<file path="config.mk">
export PLATFORM = sky130hd
export DESIGN_NAME = apb4_gpio_pro
export DESIGN_NICKNAME = d
export VERILOG_FILES = /design/src/rtl/apb4_gpio_pro.sv
export SDC_FILE = /design/constraint.sdc
export NUM_CORES = 1
export LEC_CHECK = 0
export CAP_MARGIN = 10
export CORE_UTILIZATION = 55
export CTS_BUF_LIST = sky130_fd_sc_hd__clkbuf_4 sky130_fd_sc_hd__clkbuf_8 sky130_fd_sc_hd__clkbuf_16
export DETAILED_ROUTE_END_ITERATION = 7
export GPL_TIMING_DRIVEN = 0
export PLACE_DENSITY_LB_ADDON = 0.1
export SYNTH_ARGS = -nofsm -noshare
export SYNTH_HDL_FRONTEND = slang
export SYNTH_SLANG_ARGS = --single-unit
</file>
<file path="constraint.sdc">
create_clock -name pclk -period 37.1 [get_ports pclk]
set_input_delay 3.71 -clock pclk [delete_from_list [all_inputs] [get_ports pclk]]
set_output_delay 3.71 -clock pclk [all_outputs]
set_load 0.03 [all_outputs]
</file>
<file path="src/rtl/apb4_gpio_pro.sv">
// APB4 GPIO controller: pad direction/output/alternate-function registers,
// synchronised and optionally debounced inputs, per-pin interrupt detection
// with sticky W1C status and a combined interrupt line.
`timescale 1ns/100ps
module apb4_gpio_pro #(
  parameter int PIN_NUM    = 32,
  parameter int SYNC_STAGE = 2,
  parameter int DIV_WIDTH  = 16
) (
  input  logic               pclk,
  input  logic               preset,
  input  logic [31:0]        paddr,
  input  logic               psel,
  input  logic               penable,
  input  logic               pwrite,
  input  logic [31:0]        pwdata,
  output logic [31:0]        prdata,
  output logic               pready,
  output logic               pslverr,
  input  logic [PIN_NUM-1:0] gpio_in_i,
  output logic [PIN_NUM-1:0] gpio_out_o,
  output logic [PIN_NUM-1:0] gpio_dir_o,
  output logic [PIN_NUM-1:0] gpio_iof_o,
  output logic               irq_o
);

  localparam logic [3:0] IDX_PADDIR    = 4'd0;
  localparam logic [3:0] IDX_PADIN     = 4'd1;
  localparam logic [3:0] IDX_PADOUT    = 4'd2;
  localparam logic [3:0] IDX_INTEN     = 4'd3;
  localparam logic [3:0] IDX_INTTYPE0  = 4'd4;
  localparam logic [3:0] IDX_INTTYPE1  = 4'd5;
  localparam logic [3:0] IDX_INTSTATUS = 4'd6;
  localparam logic [3:0] IDX_IOFCFG    = 4'd7;
  localparam logic [3:0] IDX_PADSET    = 4'd8;
  localparam logic [3:0] IDX_PADCLR    = 4'd9;
  localparam logic [3:0] IDX_INTBOTH   = 4'd10;
  localparam logic [3:0] IDX_DBNCEN    = 4'd11;
  localparam logic [3:0] IDX_DBNCDIV   = 4'd12;

  logic [3:0]           idx;
  logic                 wr_acc, rd_acc, bad_idx;
  logic [PIN_NUM-1:0]   wdata_p;
  logic [DIV_WIDTH-1:0] wdata_d;
  logic                 unused_bits;

  logic [PIN_NUM-1:0]   paddir, padout, inten, inttype0, inttype1;
  logic [PIN_NUM-1:0]   intstatus, iofcfg, intboth, dbncen;
  logic [DIV_WIDTH-1:0] dbncdiv, div_cnt;
  logic                 tick;

  logic [PIN_NUM-1:0]   sync_q [SYNC_STAGE];
  logic [PIN_NUM-1:0]   sync_val;
  logic [PIN_NUM-1:0]   hist0, hist1, hist2, filt;
  logic [PIN_NUM-1:0]   pin_val, prev, rise, fall, mode_evt, evt;
  logic [31:0]          rd_data;

  assign idx         = paddr[5:2];
  assign wr_acc      = psel & penable & pwrite;
  assign rd_acc      = psel & penable & ~pwrite;
  assign bad_idx     = (idx >= 4'd13);
  assign wdata_p     = pwdata[PIN_NUM-1:0];
  assign wdata_d     = pwdata[DIV_WIDTH-1:0];
  assign unused_bits = ^{paddr[31:6], paddr[1:0], pwdata};

  // input synchroniser chain, one flop per stage per pin
  always_ff @(posedge pclk or posedge preset) begin
    if (preset) begin
      for (int i = 0; i < SYNC_STAGE; i++) sync_q[i] <= '0;
    end else begin
      sync_q[0] <= gpio_in_i;
      for (int i = 1; i < SYNC_STAGE; i++) sync_q[i] <= sync_q[i-1];
    end
  end

  assign sync_val = sync_q[SYNC_STAGE-1];

  // debounce prescaler: counts 0..DBNCDIV, restarts whenever the divider is rewritten
  always_ff @(posedge pclk or posedge preset) begin
    if (preset)                              div_cnt <= '0;
    else if (wr_acc && idx == IDX_DBNCDIV)   div_cnt <= '0;
    else if (tick)                           div_cnt <= '0;
    else                                     div_cnt <= div_cnt + DIV_WIDTH'(1);
  end

  assign tick = (div_cnt == dbncdiv);

  // 3-deep sample history per pin; the filter only follows a unanimous history
  always_ff @(posedge pclk or posedge preset) begin
    if (preset) begin
      hist0 <= '0;
      hist1 <= '0;
      hist2 <= '0;
      filt  <= '0;
    end else begin
      if (tick) begin
        hist0 <= sync_val;
        hist1 <= hist0;
        hist2 <= hist1;
      end
      filt <= (filt | (hist0 & hist1 & hist2)) & (hist0 | hist1 | hist2);
    end
  end

  assign pin_val = (dbncen & filt) | (~dbncen & sync_val);

  // previous pin value for edge detection
  always_ff @(posedge pclk or posedge preset) begin
    if (preset) prev <= '0;
    else        prev <= pin_val;
  end

  assign rise     = pin_val & ~prev;
  assign fall     = ~pin_val & prev;
  assign mode_evt = (intboth & (rise | fall)) |
                    (~intboth & ~inttype1 & ~inttype0 & pin_val) |
                    (~intboth & ~inttype1 &  inttype0 & ~pin_val) |
                    (~intboth &  inttype1 & ~inttype0 & rise) |
                    (~intboth &  inttype1 &  inttype0 & fall);
  assign evt      = inten & mode_evt;

  // register file writes and sticky interrupt status (new events beat W1C)
  always_ff @(posedge pclk or posedge preset) begin
    if (preset) begin
      paddir    <= '0;
      padout    <= '0;
      inten     <= '0;
      inttype0  <= '0;
      inttype1  <= '0;
      intstatus <= '0;
      iofcfg    <= '0;
      intboth   <= '0;
      dbncen    <= '0;
      dbncdiv   <= '0;
    end else begin
      if (wr_acc) begin
        case (idx)
          IDX_PADDIR:   paddir   <= wdata_p;
          IDX_PADOUT:   padout   <= wdata_p;
          IDX_INTEN:    inten    <= wdata_p;
          IDX_INTTYPE0: inttype0 <= wdata_p;
          IDX_INTTYPE1: inttype1 <= wdata_p;
          IDX_IOFCFG:   iofcfg   <= wdata_p;
          IDX_PADSET:   padout   <= padout | wdata_p;
          IDX_PADCLR:   padout   <= padout & ~wdata_p;
          IDX_INTBOTH:  intboth  <= wdata_p;
          IDX_DBNCEN:   dbncen   <= wdata_p;
          IDX_DBNCDIV:  dbncdiv  <= wdata_d;
          default: ;
        endcase
      end
      if (wr_acc && idx == IDX_INTSTATUS) intstatus <= (intstatus & ~wdata_p) | evt;
      else                                intstatus <= intstatus | evt;
    end
  end

  // read mux, zero-extended; write-only and unmapped indices read as zero
  always_comb begin
    rd_data = '0;
    case (idx)
      IDX_PADDIR:    rd_data[PIN_NUM-1:0]   = paddir;
      IDX_PADIN:     rd_data[PIN_NUM-1:0]   = pin_val;
      IDX_PADOUT:    rd_data[PIN_NUM-1:0]   = padout;
      IDX_INTEN:     rd_data[PIN_NUM-1:0]   = inten;
      IDX_INTTYPE0:  rd_data[PIN_NUM-1:0]   = inttype0;
      IDX_INTTYPE1:  rd_data[PIN_NUM-1:0]   = inttype1;
      IDX_INTSTATUS: rd_data[PIN_NUM-1:0]   = intstatus;
      IDX_IOFCFG:    rd_data[PIN_NUM-1:0]   = iofcfg;
      IDX_INTBOTH:   rd_data[PIN_NUM-1:0]   = intboth;
      IDX_DBNCEN:    rd_data[PIN_NUM-1:0]   = dbncen;
      IDX_DBNCDIV:   rd_data[DIV_WIDTH-1:0] = dbncdiv;
      default:       rd_data                = '0;
    endcase
  end

  assign prdata     = (rd_acc && !preset) ? rd_data : 32'd0;
  assign pslverr    = psel & penable & bad_idx & ~preset;
  assign pready     = 1'b1;
  assign gpio_out_o = padout;
  assign gpio_dir_o = paddir;
  assign gpio_iof_o = iofcfg;
  assign irq_o      = |intstatus;

endmodule
</file>
==> qor.txt <==
Core ar. = 0.0457 sq mm
Post-CTS Hold Buffers = 0
nets = 2,524
pin count of the biggest net entering global routing = 117
routed wire length per instance = 28.0 um
Inserted Clock Buffers = 58
Power Density = 54.8 mW/mm^2
critical path arrival = 7600 ps
top-level I/O count = 232
vias in the first global route = 19,400
clock skew = 24.1 ps
clock latency on the worst-skew pair = 640 ps
H-tree level count = 2
HP Start = sync_q[32]$_DFF_PP0_
post-place setup slack = 26,030 ps
Fin Setup TNS = 0 ps
worst endpoint required time = 33,390 ps
Final period util = 0.305
number of enable flip-flop cells after synthesis = 0
grt total ovfl = 0
Worst R2R Setup Slack = 34,150 ps
GRT Total Usage = 0.359
CTS tree = yes
DRC = 0
syn avg cell area = 12.2 sq um
Longest Clk Path Bufs = 3
Synth area leaders = dfrtp_1 53%, mux2_2 17%, ha_1 3.2%
global-route wire length before repair = 124,000 um
dpl hpwl = 57,600 um
startpoint types = input port
layout cells sized above 1 = 0.250
drt first pass iters = 7
synth warn = 0
CP max FO = 10
Synth-to-Final Area Change = 18.9%
Starting Density = 0.560
Yosys top cell area share = 0.532
hold depth = 0
Hold Path Class = reg2reg
unrepaired setup endpoints after global routing = no
post_cts resized = 0
Iteration-0 DRC Markers = 2,235
multi-input logic area = 0.0109 sq mm
Die ar. = 0.0474 sq mm
Final Setup Violations = 0
Peak VDD IR = 0.0432 mV
CTS Sinks = 544
Gate Count Post-Synth = 2,102
initial antenna violation count = 3
end of the worst register-to-register path = hist1[28]$_DFFE_PP0P_
RR Startpoint = div_cnt[6]$_DFF_PP0_
max cap viols = 0
Sequential Area = 0.0136 sq mm
Reg clk slew, reported paths = 60 ps
Fillers = 3,562
Leak = 13.6 nW
DR vias = 19,600
synthesized net count = 2,268
Synth Flop Type = dfrtp_1
Synth cell types = 64
Clock Tree Root = clkbuf_16
final wirelength = 84,100 um
Setup CP Type = in2out
final estimated routing congestion in global placement = 1.01
Cell Area, Synth = 0.0256 sq mm
run status = complete, no violations
Slew headroom = 0.111
Post-DRT Antenna Nets = 0
Reg2Reg Depth = 7
Die X = 218 um
vias per cell = 6.52
Post-synth top cells = 544 x dfrtp_1, 375 x mux2_2, 140 x o21ai_0
Fmax = 0.0884 GHz
largest area contributor in the netlist = dfrtp_1
Seq/Total Area, Yosys = 0.532
Buffers on Ports = 190
Async SR Flop Fraction = 1.00
site row count = 78
setup ws final = 25,790 ps
#FFs+latches synth = 544
min cycle time layout = 11,310 ps
most common cell in the netlist = dfrtp_1
Least-Margin Pin Slew = 1330 ps
max-slew violations = 0
Post-CTS Setup Repair Bufs = 0
Endpoint, Worst Hold = sync_val[0]$_DFF_PP0_
Final Hold Viols = 0
Setup crit end kind = primary output
Die Ht = 218 um
[worst max-delay path: stages]
cell and delay (ps):
clkdlybuf4s50_1 500, buf_2 220, nor2b_1 170, buf_2 380, buf_1 1020, a32o_1 300
nand2_1 60, a41oi_1 450, clkdlybuf4s50_1 770
[cell type report]
class,instances,share of cell area
multi-input combinational,1315,0.359
clock inverter,29,0.0118
timing repair buffer,196,0.0675
clock buffer,76,0.0544
tap,600,0.0247
sequential,544,0.447
antenna,3,0.000247
buffer,141,0.0224
inverter,102,0.0128
[power breakdown]
group          internal (mW)  switching (mW)
Combinational          0.140           0.153
Sequential             0.673          0.0908
Clock                  0.362           0.248
[how the worst max path moves through the flow]
stage	from	end	cells after the start
floorplan	preset	dbncdiv[0]$_DFFE_PP0P_	1
global placement	preset	sync_q[36]$_DFF_PP0_	2
detailed placement	paddr[2]	prdata[1]	9
CTS	paddr[2]	prdata[1]	9
global route	paddr[4]	prdata[1]	9
finish	paddr[4]	prdata[1]	9
[stage by stage]
| step | utilization | hold WS (ps) | cells | power [mW] | instance area [sq um] |
|---|---|---|---|---|---|
| after floorplan | - | 331 | 2102 | 0.934 | 25600 |
| after global placement | 0.618 | 331 | 2892 | 1.05 | 28200 |
| after detailed placement | 0.622 | 335 | 2898 | 1.06 | 28400 |
| after CTS | 0.666 | 345 | 3003 | 1.67 | 30400 |
| after global routing | 0.666 | 352 | 3003 | 1.73 | 30400 |
| final | 0.666 | 340 | 3006 | 1.67 | 30400 |
[layer usage]
layer  routed length, um  share of wire  GRT usage  vias up
met2               37900           0.45      0.546     1085
met5                  25        0.00030    0.00417        -
met4                4350          0.052      0.178        4
met1               33600           0.40      0.485    10000
li1                    -              -          -     8186
met3                8230          0.098     0.0799      279
[layout by cell type (no fill, tap or decap), types with 18 or more instances in the layout]
master	n
nand2_1	100
inv_1	101
o21ai_0	140
a21oi_1	114
xor2_1	26
nor3_1	26
mux2i_1	61
mux2_2	375
clkbuf_16	58
ha_1	65
a22o_1	45
nor2_1	18
a22oi_1	31
clkdlybuf4s50_1	190
xnor2_1	33
nand3_1	31
a31oi_1	26
clkbuf_1	47
a32o_1	40
dfrtp_1	544
buf_2	76
[cell families (layout without fill, tap and decap cells)]
| logic type | after synthesis | count (layout) | synth area share |
|---|---|---|---|
| DFF | 544 | 544 | 0.532 |
| AOI/OAI and AO/OA | 470 | 470 | 0.121 |
| muxes | 453 | 453 | 0.199 |
| and+or+nand+nor | 267 | 267 | 0.0538 |
| buffers and inverters | 243 | 544 | 0.0416 |
| adders and majority gates | 65 | 65 | 0.0318 |
| xor gates and xnor gates | 59 | 59 | 0.0202 |
| other | 1 | 4 | 0.000147 |
No activity file was read; power rests on OpenSTA's default activity.
